$ cat src/rtl/bcd_digit_packer_pkg.sv
// Shared definitions for the BCD digit packer: FSM states, digit/value limits
// and small classification helpers.
package bcd_pkg;

    typedef enum logic [1:0] {
        IDLE      = 2'd0,
        ONE_DIGIT = 2'd1,
        FULL      = 2'd2
    } bcd_state_e;

    localparam logic [3:0] BCD_MAX_DIGIT  = 4'd9;
    localparam logic [7:0] BCD_MAX_PACKED = 8'h15;

    function automatic logic bcd_digit_ok(input logic [3:0] digit);
        return (digit <= BCD_MAX_DIGIT);
    endfunction

    // The next stage only handles results that fit a 4-bit binary value.
    function automatic logic bcd_packed_in_range(input logic [7:0] value);
        return (value <= BCD_MAX_PACKED);
    endfunction

endpackage

$ cat src/rtl/bcd_digit_packer.sv
// Packs one or two incoming BCD digits (MSD first) into an 8-bit {tens,ones} value.
// Optional macro BCD_RANGE_CHECK_EN rejects packed values above 8'h15.
module bcd_digit_packer #(
    parameter int TIMEOUT_CYCLES = 16
) (
    input  logic       clk,
    input  logic       rst,
    input  logic [3:0] digit_in,
    input  logic       digit_valid,
    output logic       digit_ready,
    output logic [7:0] bcd_out,
    output logic       out_valid,
    input  logic       out_ready,
    output logic       err
);
    import bcd_pkg::*;

    localparam int                 TIMER_W    = $clog2(TIMEOUT_CYCLES + 1);
    localparam logic [TIMER_W-1:0] TIMER_LAST = TIMER_W'(TIMEOUT_CYCLES - 1);

    bcd_state_e         state_q, state_d;
    logic [3:0]         held_q, held_d;
    logic [TIMER_W-1:0] timer_q, timer_d;
    logic [7:0]         bcd_q, bcd_d;
    logic               err_q, err_d;
    logic               digit_ready_q, digit_ready_d;
    logic               out_valid_q, out_valid_d;

    logic               digit_take_s;
    logic               out_take_s;
    logic               digit_ok_s;
    logic [7:0]         pack_s;
    logic               range_ok_s;

    // Handshakes and the candidate value that would be packed this cycle.
    always_comb begin
        digit_take_s = digit_valid & digit_ready_q;
        out_take_s   = out_valid_q & out_ready;
        digit_ok_s   = bcd_digit_ok(digit_in);
        if (digit_take_s) begin
            pack_s = {held_q, digit_in};
        end else begin
            pack_s = {4'h0, held_q};
        end
`ifdef BCD_RANGE_CHECK_EN
        range_ok_s = bcd_packed_in_range(pack_s);
`else
        range_ok_s = 1'b1;
`endif
    end

    // Next-state and datapath decisions.
    always_comb begin
        state_d = state_q;
        held_d  = held_q;
        timer_d = timer_q;
        bcd_d   = bcd_q;
        err_d   = 1'b0;
        case (state_q)
            IDLE: begin
                if (digit_take_s) begin
                    if (digit_ok_s) begin
                        held_d  = digit_in;
                        timer_d = '0;
                        state_d = ONE_DIGIT;
                    end else begin
                        err_d   = 1'b1;
                        held_d  = 4'h0;
                        timer_d = '0;
                        state_d = IDLE;
                    end
                end else begin
                    state_d = IDLE;
                end
            end
            ONE_DIGIT: begin
                // A digit arriving on the timeout cycle wins over the timeout.
                if (digit_take_s) begin
                    timer_d = '0;
                    if (digit_ok_s && range_ok_s) begin
                        bcd_d   = pack_s;
                        state_d = FULL;
                    end else begin
                        err_d   = 1'b1;
                        held_d  = 4'h0;
                        state_d = IDLE;
                    end
                end else if (timer_q == TIMER_LAST) begin
                    timer_d = '0;
                    if (range_ok_s) begin
                        bcd_d   = pack_s;
                        state_d = FULL;
                    end else begin
                        err_d   = 1'b1;
                        held_d  = 4'h0;
                        state_d = IDLE;
                    end
                end else begin
                    timer_d = timer_q + {{(TIMER_W-1){1'b0}}, 1'b1};
                    state_d = ONE_DIGIT;
                end
            end
            FULL: begin
                if (out_take_s) begin
                    held_d  = 4'h0;
                    state_d = IDLE;
                end else begin
                    state_d = FULL;
                end
            end
            default: begin
                held_d  = 4'h0;
                timer_d = '0;
                state_d = IDLE;
            end
        endcase
        digit_ready_d = (state_d != FULL);
        out_valid_d   = (state_d == FULL);
    end

    // State and registered outputs.
    always_ff @(posedge clk or posedge rst) begin
        if (rst) begin
            state_q       <= IDLE;
            held_q        <= 4'h0;
            timer_q       <= '0;
            bcd_q         <= 8'h00;
            err_q         <= 1'b0;
            digit_ready_q <= 1'b1;
            out_valid_q   <= 1'b0;
        end else begin
            state_q       <= state_d;
            held_q        <= held_d;
            timer_q       <= timer_d;
            bcd_q         <= bcd_d;
            err_q         <= err_d;
            digit_ready_q <= digit_ready_d;
            out_valid_q   <= out_valid_d;
        end
    end

    assign digit_ready = digit_ready_q;
    assign bcd_out     = bcd_q;
    assign out_valid   = out_valid_q;
    assign err         = err_q;

endmodule

$ cat config.mk
export PLATFORM = sky130hd
export DESIGN_NAME = bcd_digit_packer
export DESIGN_NICKNAME = d
export VERILOG_FILES = /design/src/rtl/bcd_digit_packer_pkg.sv /design/src/rtl/bcd_digit_packer.sv
export SDC_FILE = /design/constraint.sdc
export NUM_CORES = 1
export LEC_CHECK = 0
export ABC_AREA = 1
export ABC_CLOCK_PERIOD_IN_PS = 2060
export CAP_MARGIN = 0
export CORE_MARGIN = 2
export CORE_UTILIZATION = 56
export DETAILED_ROUTE_END_ITERATION = 10
export PLACE_DENSITY_LB_ADDON = 0.08
export SLEW_MARGIN = 20
export SYNTH_ARGS = -nofsm -noshare
export SYNTH_HDL_FRONTEND = slang
export SYNTH_SLANG_ARGS = --single-unit
$ cat constraint.sdc
create_clock -name clk -period 2.06 [get_ports clk]
set_input_delay 0.412 -clock clk [delete_from_list [all_inputs] [get_ports clk]]
set_output_delay 0.412 -clock clk [all_outputs]
set_load 0.05 [all_outputs]
==> impl_metrics.json <==
{
  "sequential_share_of_the_synthesized_area_pct": 47.5,
  "timing.clock.skew_ns": 0.00647,
  "holdCritPathClass": "in2async",
  "route.final.wire_length_um": 2030,
  "worst_setup_path_end_kind": "primary output",
  "use_met3_pct": 3.94,
  "number_of_rows_created_at_floorplan": 16,
  "initial_utilization_pct": 59.2,
  "drc": 0,
  "grt_overflow_total": 0,
  "grt_start_max_net_pins": 19,
  "worstMarginPinSlew_ns": 0.498,
  "fmax_ghz": 0.526,
  "dp.final_hpwl_um": 1600,
  "place.gp.congestion": 0.814,
  "fin_max_slew_vios": 0,
  "routedWlPerCell_um": 10.8,
  "synth_area_um2": 1160,
  "number_of_gates_resized_after_cts": 0,
  "timing.critical_path.slowest_cell_delay_ns": 0.80,
  "multi_input_area_um2": 529,
  "place_worst_setup_slack_ns": 0.370,
  "syn_nets": 148,
  "synthDistinctLibCells": 22,
  "final_net_count": 171,
  "synthesis.yosys.warnings": 0,
  "critPathKind": "reg2out",
  "root_buffer": "sky130_fd_sc_hd__clkbuf_4",
  "h-tree-depth": 1,
  "gate_count_after_technology_mapping": 139,
  "fin_crit_ns": 1.90,
  "worst_ep_required_time_ns": 1.65,
  "critical_path.slowest_cell": "sky130_fd_sc_hd__clkdlybuf4s50_1",
  "unrepaired_setup_endpoints_after_global_routing": "no",
  "final_critical_path_setup_slack_ns": 0.158,
  "globalRoute.busiestLayer": "met2",
  "drt_first_pass_iters": 4,
  "placed_cells_incl_taps": 184,
  "power_density_nw_per_um2": 1450,
  "synth.ff_latch_count": 22,
  "outcome": "finished clean",
  "ir_worst_vdd_mv": 0.923,
  "cp_cell_sequence": "clkdlybuf4s50_1",
  "numCtsBuffers": 3,
  "startpoint_type": "flop",
  "wire_length_of_the_first_global_routing_pass_um": 3790,
  "post_route_cells_drive_above_1_share_pct": 14.9,
  "sink_count": 22,
  "setup_viol_count_final": 0,
  "fillers": 183,
  "chipWidth_um": 49.6,
  "gr-usage-met2_pct": 29.8,
  "grt_antenna_before_repair": 0,
  "areaGrowthSynthToFinish_pct": 20.1,
  "max_root_sink_buffers": 2,
  "detailedRoute.firstIterationViolations": 18,
  "num_vias": 917,
  "report.final.hold_viol_count": 0,
  "worstPathArrival_ns": 1.49,
  "cpLargestDelayFamily": "buffers and inverters",
  "die_height_um": 49.6,
  "tritoncts": "yes",
  "clkSlewWorstSetupHoldPaths_ns": 0.12,
  "design.portCount": 19,
  "avgViaCountPerCell": 4.88,
  "maxCapViolCount": 0,
  "final_standard_cell_count_with_taps_included_and_fillers_excluded": 188,
  "gr-usage-met1_pct": 29.0,
  "cts_post_setup_buffers_inserted": 0,
  "crit_fanout": 2,
  "die-area_um2": 2460,
  "groute.usage.overall_pct": 20.2,
  "post_synthesis_mean_instance_area_um2": 8.36,
  "antenna_cells_inserted": 0,
  "portBuffers": 18,
  "final_antenna_net_count": 0,
  "p_leak_nw": 0.703,
  "grt_pass1_vias": 882,
  "clock_insertion_delay_worst_skew_ns": 0.30,
  "setup_tns_ns": 0,
  "coreArea_um2": 1960,
  "number_of_buffers_and_inverters_on_the_critical_path": 1,
  "cts_hold_buffers": 0,
  "regArea_um2": 552,
  "timing.final.crit_share_pct": 92.3,
  "max_slew_margin_pct": 66.7
}
-- report_power, final --
part | total (mW) | internal (mW) | switching (mW)
sequential | 0.704 | 0.591 | 0.113
combinational | 1.12 | 0.366 | 0.752
clock | 0.201 | 0.0755 | 0.126
-- kinds of logic after synthesis --
kind of cell	count (synthesis)	share of synthesized area, %
compound gates	10	5.71
simple gates	86	38.0
buf+inv	19	7.00
fa+ha+maj	1	1.08
flops	22	47.5
xor+xnor	1	0.754
-- final cells by class --
type                    instances  area share [%]
clock buffers                   4            1.88
inverters                      18            5.02
multi-input cells              98            37.9
flip-flops and latches         22            39.5
well taps                      27            2.42
repair buffers                 19            13.3
-- flip-flops by register name, summed over array words and instances (netlist names) --
signal / cells
bcd_out: 8
digit_ready: 1
err: 1
held_q: 4
out_valid: 1
state_q: 2
timer_q: 5
-- metrics by stage --
step / power, mW / hold WS, ns / util, % / area (um^2)
floorplan: 1.55 / 0.400 / - / 1160
global placement: 1.81 / 0.454 / 69.8 / 1370
detailed placement: 1.83 / 0.460 / 69.8 / 1370
CTS: 2.04 / 0.403 / 71.2 / 1400
global route: 2.18 / 0.420 / 71.2 / 1400
finish: 2.02 / 0.395 / 71.2 / 1400
-- cell usage in the layout, fill, tap and decap left out --
| master | instances |
|---|---|
| sky130_fd_sc_hd__inv_2 | 3 |
| sky130_fd_sc_hd__clkdlybuf4s50_1 | 17 |
| sky130_fd_sc_hd__nand4_1 | 1 |
| sky130_fd_sc_hd__clkbuf_4 | 3 |
| sky130_fd_sc_hd__nand2_1 | 47 |
| sky130_fd_sc_hd__dfrtp_1 | 21 |
| sky130_fd_sc_hd__o21ai_4 | 1 |
| sky130_fd_sc_hd__a22o_1 | 1 |
| sky130_fd_sc_hd__xnor2_1 | 1 |
| sky130_fd_sc_hd__nor2_1 | 14 |
| sky130_fd_sc_hd__inv_1 | 14 |
| sky130_fd_sc_hd__inv_4 | 1 |
| sky130_fd_sc_hd__nand3_2 | 1 |
| sky130_fd_sc_hd__nand3_1 | 11 |
| sky130_fd_sc_hd__buf_4 | 2 |
| sky130_fd_sc_hd__a21oi_1 | 1 |
| sky130_fd_sc_hd__nand2_2 | 4 |
| sky130_fd_sc_hd__nand2_8 | 3 |
| sky130_fd_sc_hd__o21ai_0 | 6 |
| sky130_fd_sc_hd__ha_1 | 1 |
| sky130_fd_sc_hd__o22ai_1 | 1 |
| sky130_fd_sc_hd__clkbuf_1 | 1 |
| sky130_fd_sc_hd__nand2_4 | 4 |
| sky130_fd_sc_hd__nor2_4 | 1 |
| sky130_fd_sc_hd__dfstp_2 | 1 |
-- synth_stat cells --
cell	instances	share of area [%]
sky130_fd_sc_hd__nand2_4	4	3.9
sky130_fd_sc_hd__buf_6	1	0.97
sky130_fd_sc_hd__nor2_4	1	0.97
sky130_fd_sc_hd__a22o_1	1	0.75
sky130_fd_sc_hd__o22ai_1	1	0.54
sky130_fd_sc_hd__nor2_1	14	4.5
sky130_fd_sc_hd__a21oi_1	1	0.43
sky130_fd_sc_hd__nand2_2	4	2.2
sky130_fd_sc_hd__inv_1	14	4.5
sky130_fd_sc_hd__nand2_1	47	15
sky130_fd_sc_hd__o21ai_4	1	1.4
sky130_fd_sc_hd__nand4_1	1	0.54
sky130_fd_sc_hd__inv_4	1	0.54
sky130_fd_sc_hd__dfstp_2	1	2.3
sky130_fd_sc_hd__nand3_2	1	0.86
sky130_fd_sc_hd__ha_1	1	1.1
sky130_fd_sc_hd__dfrtp_1	21	45
sky130_fd_sc_hd__nand3_1	11	4.7
sky130_fd_sc_hd__o21ai_0	6	2.6
sky130_fd_sc_hd__nand2_8	3	5.2
sky130_fd_sc_hd__xnor2_1	1	0.75
sky130_fd_sc_hd__inv_2	3	0.97
-- worst paths after layout --
| check | start | endpoint | slack (ns) | depth (start not counted) |
|---|---|---|---|---|
| max in group asynchronous | rst | bcd_out[3] | 1.16 | 3 |
| min in group clk | bcd_out[1] | bcd_out[1] | 0.49 | 2 |
| setup / recovery | bcd_out[4] | bcd_out[4] | 0.16 | 1 |
| hold reg to reg | bcd_out[1] | bcd_out[1] | 0.49 | 2 |
| setup reg to reg | timer_q[0] | bcd_out[3] | 0.68 | 6 |
| hold / removal | rst | timer_q[4] | 0.40 | 2 |
-- routing by layer --
layer | part of all wire, % | up-vias
li1 | - | 477
met1 | 50 | 411
met2 | 45 | 27
met3 | 4.1 | 2
met4 | 0.69 | 0
met5 | 0 | -
(Power assumes the default switching activity.)
